===== config.mk =====
export PLATFORM = sky130hd
export DESIGN_NAME = tone_decoder
export DESIGN_NICKNAME = d
export VERILOG_FILES = /design/src/rtl/beep_pkg.sv /design/src/rtl/tone_period_meter.sv /design/src/rtl/tone_decoder.sv
export SDC_FILE = /design/constraint.sdc
export NUM_CORES = 1
export LEC_CHECK = 0
export BUFFER_PORTS_ARGS = -buffer_cell sky130_fd_sc_hd__buf_4
export CAP_MARGIN = 5
export CORE_MARGIN = 4
export CORE_UTILIZATION = 50
export CTS_BUF_LIST = sky130_fd_sc_hd__clkbuf_8
export DETAILED_ROUTE_END_ITERATION = 6
export GPL_ROUTABILITY_DRIVEN = 0
export PLACE_DENSITY = 0.73
export SETUP_SLACK_MARGIN = 0.4
export SLEW_MARGIN = 20
export SYNTH_ARGS = -nofsm -noshare
export SYNTH_HDL_FRONTEND = slang
export SYNTH_SLANG_ARGS = --single-unit

===== constraint.sdc =====
create_clock -name sys_clk -period 8.5 [get_ports sys_clk]
set_clock_uncertainty 0.2 [all_clocks]
set_input_delay 1.275 -clock sys_clk [delete_from_list [all_inputs] [get_ports sys_clk]]
set_output_delay 1.275 -clock sys_clk [all_outputs]
set_load 0.05 [all_outputs]

===== src/rtl/beep_pkg.sv =====
// Constants and types shared by the buzzer tone generator and the tone decoder.
// Note periods are stored as (clocks per period - 1) at 50 MHz.
package beep_pkg;

  localparam logic [17:0] DO = 18'd190_839;
  localparam logic [17:0] RE = 18'd170_067;
  localparam logic [17:0] MI = 18'd151_515;
  localparam logic [17:0] FA = 18'd143_266;
  localparam logic [17:0] SO = 18'd127_551;
  localparam logic [17:0] LA = 18'd113_636;
  localparam logic [17:0] SI = 18'd101_214;

  localparam logic [17:0] TOL_DEF       = 18'd2_000;
  localparam logic [2:0]  MATCH_CNT_DEF = 3'd4;
  localparam logic [18:0] TIMEOUT_DEF   = 19'd400_000;

  localparam logic [2:0] NOTE_NONE = 3'd0;
  localparam logic [2:0] NOTE_DO   = 3'd1;
  localparam logic [2:0] NOTE_RE   = 3'd2;
  localparam logic [2:0] NOTE_MI   = 3'd3;
  localparam logic [2:0] NOTE_FA   = 3'd4;
  localparam logic [2:0] NOTE_SO   = 3'd5;
  localparam logic [2:0] NOTE_LA   = 3'd6;
  localparam logic [2:0] NOTE_SI   = 3'd7;

  typedef enum logic [1:0] {
    ST_IDLE    = 2'd0,
    ST_ACQUIRE = 2'd1,
    ST_LOCKED  = 2'd2
  } state_e;

  // Widened to 20 bits so neither nom-tol nor nom+tol can wrap.
  function automatic logic in_band(input logic [18:0] m, input logic [17:0] nom,
                                   input logic [17:0] tol);
    logic [19:0] m_w;
    logic [19:0] nom_w;
    logic [19:0] tol_w;
    m_w   = {1'b0, m};
    nom_w = {2'b00, nom};
    tol_w = {2'b00, tol};
    return ((m_w + tol_w) >= nom_w) && (m_w <= (nom_w + tol_w));
  endfunction

endpackage


===== src/rtl/tone_period_meter.sv =====
// Synchronises the tone input, detects rising edges and measures the clocks
// between them; flags silence when no edge arrives for TIMEOUT clocks.
module tone_period_meter
  import beep_pkg::*;
#(
  parameter logic [18:0] TIMEOUT = TIMEOUT_DEF
) (
  input  logic        sys_clk,
  input  logic        sys_rst_n,
  input  logic        tone_in,
  output logic        meas_valid,
  output logic [18:0] meas,
  output logic        timeout
);

  logic        sync1_q;
  logic        sync2_q;
  logic        edge_q;
  logic        rise;
  logic [18:0] per_cnt_q;
  logic [18:0] per_cnt_d;
  logic        armed_q;
  logic        armed_d;

  assign rise       = sync2_q & ~edge_q;
  assign meas_valid = rise & armed_q;
  assign meas       = per_cnt_q;
  // A rise landing on the saturation cycle is still measured.
  assign timeout    = ~rise & (per_cnt_q == TIMEOUT);

  always_comb begin
    per_cnt_d = per_cnt_q;
    armed_d   = armed_q;
    if (rise) begin
      per_cnt_d = '0;
      armed_d   = 1'b1;
    end else begin
      if (per_cnt_q < TIMEOUT) begin
        per_cnt_d = per_cnt_q + 19'd1;
      end
      if (timeout) begin
        armed_d = 1'b0;
      end
    end
  end

  always_ff @(posedge sys_clk or negedge sys_rst_n) begin
    if (!sys_rst_n) begin
      sync1_q   <= 1'b0;
      sync2_q   <= 1'b0;
      edge_q    <= 1'b0;
      per_cnt_q <= '0;
      armed_q   <= 1'b0;
    end else begin
      sync1_q   <= tone_in;
      sync2_q   <= sync1_q;
      edge_q    <= sync2_q;
      per_cnt_q <= per_cnt_d;
      armed_q   <= armed_d;
    end
  end

endmodule


===== src/rtl/tone_decoder.sv =====
// Classifies measured tone periods into scale notes and locks onto a note once
// MATCH_CNT consecutive periods agree.
module tone_decoder
  import beep_pkg::*;
#(
  parameter logic [17:0] PER_DO    = DO,
  parameter logic [17:0] PER_RE    = RE,
  parameter logic [17:0] PER_MI    = MI,
  parameter logic [17:0] PER_FA    = FA,
  parameter logic [17:0] PER_SO    = SO,
  parameter logic [17:0] PER_LA    = LA,
  parameter logic [17:0] PER_SI    = SI,
  parameter logic [17:0] TOL       = TOL_DEF,
  parameter logic [2:0]  MATCH_CNT = MATCH_CNT_DEF,
  parameter logic [18:0] TIMEOUT   = TIMEOUT_DEF
) (
  input  logic        sys_clk,
  input  logic        sys_rst_n,
  input  logic        tone_in,
  output logic [2:0]  note_code,
  output logic        note_valid,
  output logic        note_change,
  output logic [17:0] period_out
);

  localparam logic [17:0] NOMINAL [7] = '{PER_DO, PER_RE, PER_MI, PER_FA,
                                          PER_SO, PER_LA, PER_SI};

  logic        meas_valid;
  logic        timeout;
  logic [18:0] meas;
  logic [6:0]  hit;
  logic [2:0]  cls;

  state_e      state_q, state_d;
  logic [2:0]  cand_q, cand_d;
  logic [2:0]  mcnt_q, mcnt_d;
  logic [3:0]  mcnt_inc;
  logic [2:0]  code_q, code_d;
  logic        valid_q, valid_d;
  logic        change_q, change_d;
  logic [17:0] period_q, period_d;

  tone_period_meter #(
    .TIMEOUT(TIMEOUT)
  ) u_meter (
    .sys_clk   (sys_clk),
    .sys_rst_n (sys_rst_n),
    .tone_in   (tone_in),
    .meas_valid(meas_valid),
    .meas      (meas),
    .timeout   (timeout)
  );

  for (genvar gi = 0; gi < 7; gi++) begin : g_band
    assign hit[gi] = in_band(meas, NOMINAL[gi], TOL);
  end

  always_comb begin
    cls = NOTE_NONE;
    for (int k = 6; k >= 0; k--) begin
      if (hit[k]) cls = 3'(k + 1);
    end
  end

  assign mcnt_inc = {1'b0, mcnt_q} + 4'd1;

  always_comb begin
    state_d  = state_q;
    cand_d   = cand_q;
    mcnt_d   = mcnt_q;
    code_d   = code_q;
    valid_d  = valid_q;
    change_d = 1'b0;
    period_d = period_q;
    if (meas_valid) begin
      period_d = (meas > 19'h3FFFF) ? 18'h3FFFF : meas[17:0];
      // Any measured period drops the outputs unless it keeps or makes a lock.
      valid_d  = 1'b0;
      code_d   = NOTE_NONE;
      if (cls == NOTE_NONE) begin
        state_d = ST_IDLE;
      end else if (state_q == ST_LOCKED && cls == cand_q) begin
        valid_d = 1'b1;
        code_d  = cand_q;
      end else if (state_q == ST_ACQUIRE && cls == cand_q) begin
        mcnt_d = mcnt_inc[2:0];
        if (mcnt_inc == {1'b0, MATCH_CNT}) begin
          state_d  = ST_LOCKED;
          valid_d  = 1'b1;
          code_d   = cls;
          change_d = 1'b1;
        end
      end else begin
        cand_d  = cls;
        mcnt_d  = 3'd1;
        state_d = ST_ACQUIRE;
        if (MATCH_CNT <= 3'd1) begin
          state_d  = ST_LOCKED;
          valid_d  = 1'b1;
          code_d   = cls;
          change_d = 1'b1;
        end
      end
    end else if (timeout) begin
      state_d = ST_IDLE;
      valid_d = 1'b0;
      code_d  = NOTE_NONE;
    end
  end

  always_ff @(posedge sys_clk or negedge sys_rst_n) begin
    if (!sys_rst_n) begin
      state_q  <= ST_IDLE;
      cand_q   <= NOTE_NONE;
      mcnt_q   <= '0;
      code_q   <= NOTE_NONE;
      valid_q  <= 1'b0;
      change_q <= 1'b0;
      period_q <= '0;
    end else begin
      state_q  <= state_d;
      cand_q   <= cand_d;
      mcnt_q   <= mcnt_d;
      code_q   <= code_d;
      valid_q  <= valid_d;
      change_q <= change_d;
      period_q <= period_d;
    end
  end

  assign note_code   = code_q;
  assign note_valid  = valid_q;
  assign note_change = change_q;
  assign period_out  = period_q;

endmodule

==> results.ini, run 1 <==
[route]
vias = 4160
initialDrtViolationCount = 519
drt_pass1_iterations = 5
drc = 0
wirelength_um = 12300
ant_nets = 0
avgViaCountPerCell = 7.15
wl_per_cell_um = 21.1

[global_route]
grt_max_degree = 55
antenna_found_initial = 0
grt_pass1_wl_um = 20400
track_usage_pct = 25.4
grt-ovfl-total = 0
grt_pass1_vias = 3922

[clocking]
cts_buffers = 5
cts_tree = yes
clkSinkCount = 54
clockBufferDepth = 2
cts_resized = 0
root_buffer = clkbuf_8
clkTransAtPathRegs_ns = 0.11
post_cts.repair.setup_buffers = 0
hold_buffers = 0
h-tree-depth = 2
insertion_delay_ns = 0.32

[floorplan]
ioPinCount = 26
dieWidth_um = 98.6
core_area_um2 = 7850
rows = 32
start_util_pct = 52.3
die_h_um = 98.6
die_area_um2 = 9720

[pwr]
p_clk_share_pct = 24.4
power_density_nw_per_um2 = 143
irDropWorstVdd_mv = 0.136
seq_power_share_pct = 50.4
totalPowerFinal_mw = 0.627
sw_frac_of_total_pct = 37.0
power.internal_mw = 0.395
leakage_nw = 1.85
power.switching_mw = 0.232
p_comb_share_pct = 25.2

[cells_and_area]
antenna_cells = 0
syn_to_final_growth_pct = 6.86
nNetsFinal = 490
final_area_um2 = 4380
drive_gt1_share_pct = 12.7
final_util_pct = 55.9

[timing]
setup-tns-final_ns = 0
period_share_pct = 55.7
fin_crit_ns = 4.73
slew_headroom_pct = 32.3
drv_slew = 0
finalHoldViolCount = 0
setup_viol = 0
worst_slew_pin_slew_ns = 1.02
rsz0062_at_grt = no
hold_ws_ns = 0.171
fmax_mhz = 211

[synth]
synth_fp_nets = 496
yosysUniqueCellTypes = 77
yosysWarnings = 0
yosysMostFrequentCell = dfrtp_1
synth_flop_cell = dfrtp_1
synth-edff-count = 0
synth_area_um2 = 4100
ys_top_cells_by_count = dfrtp_1, nor2_1, nand2_1, clkbuf_1, a21oi_1
syn-instance-count = 485
netlist.area_leader.share_pct = 32.9
synth_seq_cells = 54
synth_area_leaders = dfrtp_1, o22a_1, nor2_1
yosysTopAreaCell = dfrtp_1
avgSynthCellArea_um2 = 8.46
yosysSeqAreaShare_pct = 32.9
synthArstFlopShare_pct = 100

[placed_design]
port_buffers = 25
placed_area_um2 = 4280
hpwlAfterDp_um = 8510

[critical_path]
end_kind = flop
worstPathArrival_ns = 4.74
r2r_slack_ns = 3.77
worstReg2RegStart = u_meter.meas[4]$_DFFE_PN0P_
worstSetupPathType = reg -> reg
r2r-end = cand_q[2]$_DFFE_PN0P_
crit_fanout = 23
worstRegToRegCells = 10
crit_path_start_kind = flop
crit_required_ns = 8.51

[min_path]
hold_class = reg -> reg
worstHoldEndpoint = u_meter.sync2_q$_DFF_PN0_
hold_start = u_meter.sync1_q$_DFF_PN0_
holdPathStages = 0

[flow_run]
drv_cap = 0

[status]
outcome = finished, final reports clean

==> power by group through the flow <==
| stage | registers, mW | logic, mW | clock network [mW] |
|---|---|---|---|
| after floorplan | 0.342 | 0.0802 | 0 |
| after global placement | 0.318 | 0.154 | 0 |
| after detailed placement | 0.320 | 0.156 | 0 |
| after CTS | 0.315 | 0.157 | 0.157 |
| after global routing | 0.320 | 0.166 | 0.168 |
| final | 0.316 | 0.158 | 0.153 |
==> worst max path at each step <==
| stage | start | slack [ns] | end | cells after the start |
|---|---|---|---|---|
| final | u_meter.meas[4]$_DFFE_PN0P_ | 3.77 | cand_q[2]$_DFFE_PN0P_ | 10 |
| after detailed placement | u_meter.meas[4]$_DFFE_PN0P_ | 3.96 | cand_q[1]$_DFFE_PN0P_ | 10 |
| after floorplan | u_meter.meas[4]$_DFFE_PN0P_ | 4.63 | cand_q[1]$_DFFE_PN0P_ | 13 |
| after global routing | u_meter.meas[4]$_DFFE_PN0P_ | 3.40 | cand_q[1]$_DFFE_PN0P_ | 10 |
| after global placement | u_meter.meas[4]$_DFFE_PN0P_ | 4.02 | cand_q[2]$_DFFE_PN0P_ | 10 |
| after CTS | u_meter.meas[4]$_DFFE_PN0P_ | 3.95 | cand_q[2]$_DFFE_PN0P_ | 10 |
==> kinds of logic after synthesis <==
kind of cell / share of synthesized area [%]
simple gates: 25.3
flops: 32.9
buf+inv: 4.85
mux: 1.40
xor+xnor: 4.48
compound gates: 28.6
fa+ha+maj: 2.44
==> worst max-delay path: stages (launching register included) <==
cell      delay (ns)
dfrtp_1         0.76
ha_1            0.77
or2_2           0.25
o21ai_2         0.08
xor2_1          0.35
nand2_1         0.16
o311ai_2        0.51
nand2_1         0.14
o41ai_1         0.87
a31oi_1         0.17
mux2_1          0.36
==> state kept, by name, indices dropped and copies added, names as in the netlist <==
| signal | flops |
|---|---|
| u_meter.meas | 19 |
| u_meter.edge_q | 1 |
| u_meter.sync1_q | 1 |
| note_code | 3 |
| mcnt_q | 3 |
| note_valid | 1 |
| u_meter.sync2_q | 1 |
| period_out | 18 |
| state_q | 2 |
| u_meter.armed_q | 1 |
| note_change | 1 |
| cand_q | 3 |
==> placed cells by master (no fill, tap or decap), drive strengths merged, types with 3 or more instances in the layout <==
cell type  instances
or2                9
nand2             35
a32o               4
a211oi             5
xnor2             12
a211o              3
dfrtp             54
nand3             18
or4                4
and2               9
nand4              5
clkbuf             5
o31a               3
nor2b              5
nor4b              7
or3                7
o21a               5
nand2b             6
a21o               8
and4               5
a21boi             3
o21ai             23
mux2               3
nor3              14
xor2               9
o22ai              8
a21oi             20
nor4               8
ha                 8
o221ai             3
a31oi             14
o22a              18
buf               27
inv               14
and3               6
o211ai             4
a22oi              3
nor2              41
==> area by class of cell <==
type	instances	area, µm²
clock buffers	5	68.8
clock inverters	3	28.8
fillers	737	3460
inverters	13	48.8
multi-input cells	378	2550
flip-flops and latches	54	1350
well taps	102	128
repair buffers	27	203
==> routing by layer <==
layer / vias to the layer above / GRT usage, % / share of wire (%)
met5: - / 0 / 0
met4: 0 / 10.2 / 3.1
met3: 51 / 5.17 / 9.7
met2: 275 / 37.7 / 44
met1: 2008 / 36.3 / 43
li1: 1826 / - / -
==> through the flow <==
stage | std cells | setup slack [ns]
after floorplan | 485 | 4.63
after global placement | 574 | 4.02
after detailed placement | 574 | 3.96
after CTS | 582 | 3.95
after global routing | 582 | 3.40
final | 582 | 3.77
(Power assumes the default switching activity.)
==> inputs of run 2 (changes only) <==
- PLACE_DENSITY: 0.73 -> 0.75
- clock period: 8.5 -> 3.8 ns (I/O delays scaled with it)
==> run 2 against run 1 <==
Net effect: the flow now finishes with violations (DRC); non-clock buffer count increased by 49; fmax increased by 27%; global-route usage increased by 1.1 points; critical endpoint unchanged; largest power group unchanged.
==> results.ini, run 2 (synthesis gave the netlist of run 1 again) <==
[status]
outcome = finished, violations left
violations = DRC

[critical_path]
crit_start = u_meter.meas[8]$_DFFE_PN0P_
end_kind = flop
crit_path_start_kind = flop
crit_fanout = 5  ; -78%
worstPathArrival_ns = 3.71  ; -1.03 ns
worstReg2RegStart = u_meter.meas[8]$_DFFE_PN0P_
crit_required_ns = 3.80  ; -4.71 ns
worstSetupPathType = reg -> reg

[clocking]
h-tree-depth = 2  ; unchanged
root_buffer = clkbuf_8
clkTransAtPathRegs_ns = 0.10  ; about the same
hold_buffers = 0  ; unchanged
clockBufferDepth = 2  ; unchanged
clkSinkCount = 54  ; unchanged
cts_buffers = 5  ; unchanged
cts_tree = yes
insertion_delay_ns = 0.32  ; about the same

[pwr]
irDropWorstVdd_mv = 0.335  ; +150%
leakage_nw = 2.16  ; +17%
totalPowerFinal_mw = 1.51  ; +140%
power_density_nw_per_um2 = 301  ; +110%

[cells_and_area]
drive_gt1_share_pct = 25.9  ; +13 points
final_common_cell = buf_4
mostFrequentLayoutCells = buf_4, dfrtp_1, nor2_1
syn_to_final_growth_pct = 22.3
final_area_um2 = 5020  ; +14%
nNetsFinal = 539  ; +10%
antenna_cells = 0  ; unchanged
largest_reg_flops = 19  ; unchanged
final_util_pct = 63.9  ; +8.1 points

[route]
ant_nets = 0  ; unchanged
avgViaCountPerCell = 6.85  ; -4.2%
wl_per_cell_um = 20.4  ; -3.4%
vias = 4323  ; +3.9%
drt_pass1_iterations = 7  ; +2
initialDrtViolationCount = 611  ; +18%
drc = 2  ; +2
wirelength_um = 12900  ; +4.7%

[timing]
fmax_mhz = 269  ; +27%
drv_slew = 0  ; unchanged
period_share_pct = 97.7  ; +42 points
fin_crit_ns = 3.71  ; -1.02 ns
slew_headroom_pct = 53.3  ; +21 points
rsz0062_at_grt = yes
finalHoldViolCount = 0  ; unchanged
setup_viol = 0  ; unchanged
worst_slew_pin_slew_ns = 0.701  ; -0.315 ns
hold_ws_ns = 0.0784  ; -0.0922 ns
setup-tns-final_ns = 0  ; unchanged

[global_route]
grt_max_degree = 55  ; unchanged
grt-ovfl-total = 0  ; unchanged
antenna_found_initial = 0  ; unchanged
track_usage_pct = 26.5  ; +1.1 points
grt_pass1_vias = 4117  ; +5.0%
grt_pass1_wl_um = 21200  ; +3.9%

[placed_design]
placed_area_um2 = 4620  ; +7.9%
port_buffers = 25  ; unchanged
hpwlAfterDp_um = 8980  ; +5.5%

[floorplan]
rows = 32  ; unchanged
core_area_um2 = 7850  ; unchanged
start_util_pct = 52.3  ; unchanged
die_h_um = 98.6  ; unchanged
dieWidth_um = 98.6  ; unchanged
die_area_um2 = 9720  ; unchanged
ioPinCount = 26  ; unchanged

[min_path]
hold_class = in -> async

[flow_run]
drv_cap = 0  ; unchanged

-- run 2: metrics by stage --
| stage | setup WS, ns | instances |
|---|---|---|
| finish | 0.0880 | 631 |
| global route | -0.0100 | 631 |
| CTS | 0.114 | 626 |
| detailed placement | 0.0758 | 611 |
| global placement | 0.170 | 611 |
| floorplan | 0.227 | 485 |
-- run 2: worst max-delay path: stages (launching register included) --
cell and delay [ns]:
dfrtp_1 0.41, or4_4 0.53, or4_1 0.41, and3_4 0.17, buf_6 0.11, o31a_1 0.29, o2111a_1 0.26, o31ai_4 0.33
or4b_4 0.21, o211ai_4 0.11, a31oi_4 0.24, mux2_4 0.32
-- run 2: power breakdown --
group | internal (mW) | leakage [nW] | switching [mW]
logic | 0.146 | 1.40 | 0.269
registers | 0.621 | 0.698 | 0.0464
clock network | 0.217 | 0.0618 | 0.209
total | 0.985 | 2.16 | 0.524
-- run 2: final cells by class --
cell class	count	area [µm²]
timing repair buffer	76	589
fill	641	2830
sequential	54	1350
clock buffer	6	82.6
inverter	13	48.8
clock inverter	2	38.8
multi-input combinational	378	2780
tap	102	128
-- run 2: path summary, 6_finish.rpt --
| check | end | slack, ns | depth (start not counted) |
|---|---|---|---|
| setup reg to reg | cand_q[2]$_DFFE_PN0P_ | 0.09 | 11 |
| hold / removal | u_meter.meas[11]$_DFFE_PN0P_ | 0.08 | 1 |
| max in group asynchronous | cand_q[2]$_DFFE_PN0P_ | 2.83 | 1 |
| min in group sys_clk | u_meter.sync1_q$_DFF_PN0_ | 0.15 | 1 |
| setup / recovery | cand_q[2]$_DFFE_PN0P_ | 0.09 | 11 |
| hold reg to reg | u_meter.sync2_q$_DFF_PN0_ | 0.17 | 0 |
-- run 2: per-layer routing --
metal / up-vias / track usage, % / share of wire [%]
li1: 1926 / - / -
met1: 2025 / 35.6 / 40
met2: 306 / 43.9 / 46
met3: 66 / 4.39 / 10
met4: 0 / 8.09 / 3.8
met5: - / 0 / 0
-- run 2: timing repair --
item,in CTS,in global routing
buffers inserted,7,5
endpoints found under the setup margin,13,13
gates resized for setup,12,22
pin swaps,4,12
==> inputs of run 3 (changes only) <==
- CTS_BUF_LIST: sky130_fd_sc_hd__clkbuf_8 -> sky130_fd_sc_hd__clkbuf_16
- PLACE_DENSITY: 0.75 -> 0.73
- clock period: 3.8 -> 3.7 ns (I/O delays scaled with it)
==> run 3 against run 2 <==
Net effect: the flow now finishes without violations; power is 4.9% higher; fmax is 2.3% higher; wire length is 2.2% higher; sequential share of layout area is 0.44 points lower; critical path depth is 1 lower; die area stayed put; design area is 2.0% higher; critical endpoint unchanged; highest routed layer unchanged.
==> results.ini, run 3 (synthesis gave the netlist of run 1 again) <==
[floorplan]
die_h_um = 98.6  ; unchanged
ioPinCount = 26  ; unchanged
dieWidth_um = 98.6  ; unchanged
start_util_pct = 52.3  ; unchanged
core_area_um2 = 7850  ; unchanged
rows = 32  ; unchanged
die_area_um2 = 9720  ; unchanged

[pwr]
power.internal_mw = 1.04  ; +5.7%
power_density_nw_per_um2 = 309  ; +2.8%
p_comb_share_pct = 28.4  ; +0.9 points
leakage_nw = 2.23  ; +2.9%
p_clk_share_pct = 29.5  ; +1.3 points
power.switching_mw = 0.541  ; +3.3%
seq_power_share_pct = 42.1  ; -2.2 points
sw_frac_of_total_pct = 34.2  ; -0.52 points
irDropWorstVdd_mv = 0.320  ; -4.5%

[route]
wl_met2_um = 5980  ; +1.2%
drc = 0  ; -2
highest_layer = met4
avgViaCountPerCell = 6.79  ; -0.89%
vias = 4373  ; +1.2%
wl_per_cell_um = 20.4  ; +0.11%
ant_nets = 0  ; unchanged
drt_pass1_iterations = 6  ; -1
detailroute.wirelength.met3_um = 1250  ; -6.2%
wl_met1_um = 5320  ; +3.8%
wirelength_um = 13100  ; +2.2%
initialDrtViolationCount = 606  ; -0.82%

[status]
outcome = finished, final reports clean

[critical_path]
path_delay_family = simple AND/OR/NAND/NOR gates
worstPathArrival_ns = 3.61  ; -0.10 ns
worstReg2RegStart = u_meter.meas[8]$_DFFE_PN0P_
crit_path_start_kind = flop
crit_chain = or4_4 -> or4_1 -> and3_4 -> o311a_1 -> or4_4 -> nand3_1 -> a21o_1 -> xnor2_4 -> a31oi_4 -> mux2_4
crit_required_ns = 3.68  ; -0.12 ns
worstSetupPathType = reg -> reg
path_common_cell = or4_4
slowest_delay_ns = 0.52  ; about the same
worstRegToRegCells = 10  ; -1
critical_path_buf_inv_count = 0  ; -1
crit_fanout = 6  ; +1
end_kind = flop
r2r-end = cand_q[2]$_DFFE_PN0P_
r2r_slack_ns = 0.07  ; -0.02 ns
slowest_stage = or4_4

[cells_and_area]
syn_to_final_growth_pct = 24.8
final_common_cell = buf_4
drive_gt1_share_pct = 27.9  ; +2.0 points
largest_reg_flops = 19  ; unchanged
mostFrequentLayoutCells = buf_4, dfrtp_1, nor2_1
nNetsFinal = 553  ; +2.6%
antenna_cells = 0  ; unchanged

[timing]
finalHoldViolCount = 0  ; unchanged
fmax_mhz = 276  ; +2.3%
period_share_pct = 98.0  ; +0.35 points
slew_headroom_pct = 53.6  ; +0.35 points
setup_viol = 0  ; unchanged
drv_slew = 0  ; unchanged
setup-tns-final_ns = 0  ; unchanged
fin_crit_ns = 3.63  ; -0.0848 ns
layout_setup_ws_ns = 0.0728  ; -0.0152 ns
worst_slew_pin_slew_ns = 0.695  ; -0.00525 ns
rsz0062_at_grt = yes

[clocking]
root_buffer = clkbuf_16
cts_buffers = 5  ; unchanged
clockBufferDepth = 2  ; unchanged
cts_tree = yes
hold_buffers = 0  ; unchanged
clkSinkCount = 54  ; unchanged
clkTransAtPathRegs_ns = 0.07  ; -0.03 ns
h-tree-depth = 2  ; unchanged
insertion_delay_ns = 0.29  ; -0.03 ns

[min_path]
hold_class = in -> async

[global_route]
grt_max_degree = 55  ; unchanged
grt_pass1_wl_um = 21400  ; +1.2%
antenna_found_initial = 0  ; unchanged
grt_pass1_vias = 4241  ; +3.0%
track_usage_pct = 26.9  ; +0.46 points
grt-ovfl-total = 0  ; unchanged

[placed_design]
place_ws_ns = -0.00990  ; -0.0857 ns
hpwlAfterDp_um = 9380  ; +4.5%
port_buffers = 25  ; unchanged

[flow_run]
drv_cap = 0  ; unchanged

==> run 3: layout make-up <==
class | count | area [µm²]
fill | 652 | 2730
clock inverter | 2 | 13.8
sequential | 54 | 1360
multi-input combinational | 378 | 2760
clock buffer | 5 | 125
tap | 102 | 128
timing repair buffer | 90 | 687
inverter | 13 | 48.8
==> run 3: repair_timing <==
item                                    in CTS  in global routing
pin swaps                                    7                  9
endpoints found under the setup margin      13                 13
setup buffers                                6                  6
resized for setup                           11                 23
==> run 3: stage by stage <==
stage          total power [mW]  util [%]  hold slack [ns]  std cells  area, µm²
6_report                   1.58      65.2           0.0970        644       5120
5_1_grt                    1.65      65.2            0.160        644       5120
4_1_cts                    1.58      63.2            0.143        638       4960
3_5_place_dp               1.11      60.2            0.143        625       4730
3_3_place_gp               1.11      60.2            0.136        625       4730
2_1_floorplan             0.970         -           0.0594        485       4170
==> run 3: worst max path at each step <==
stage,depth (start not counted),slack (ns),end,from
after detailed placement,11,-0.01,cand_q[2]$_DFFE_PN0P_,u_meter.meas[8]$_DFFE_PN0P_
final,10,0.07,cand_q[2]$_DFFE_PN0P_,u_meter.meas[8]$_DFFE_PN0P_
after global placement,10,0.09,cand_q[1]$_DFFE_PN0P_,u_meter.meas[9]$_DFFE_PN0P_
after floorplan,10,0.13,cand_q[1]$_DFFE_PN0P_,u_meter.meas[9]$_DFFE_PN0P_
after global routing,13,-0.07,cand_q[2]$_DFFE_PN0P_,u_meter.meas[9]$_DFFE_PN0P_
after CTS,10,0.10,cand_q[2]$_DFFE_PN0P_,u_meter.meas[9]$_DFFE_PN0P_
==> run 3: metal layers <==
layer	vias up	track usage, %
li1	1939	-
met1	2061	36.5
met2	289	42.5
met3	84	5.31
met4	0	10.6
met5	-	0
==> run 3: worst reg2reg max path: stages, from the launching register on <==
cell	delay (ns)
dfrtp_2	0.43
or4_4	0.52
or4_1	0.41
and3_4	0.18
o311a_1	0.29
or4_4	0.52
nand3_1	0.10
a21o_1	0.21
xnor2_4	0.13
a31oi_4	0.21
mux2_4	0.32
==> run 3: power by group through the flow <==
stage	Sequential [mW]	Combinational [mW]	Clock (mW)
6_report	0.666	0.449	0.467
2_1_floorplan	0.785	0.185	0
4_1_cts	0.666	0.439	0.471
3_5_place_dp	0.677	0.436	0
5_1_grt	0.673	0.477	0.498
3_3_place_gp	0.676	0.433	0
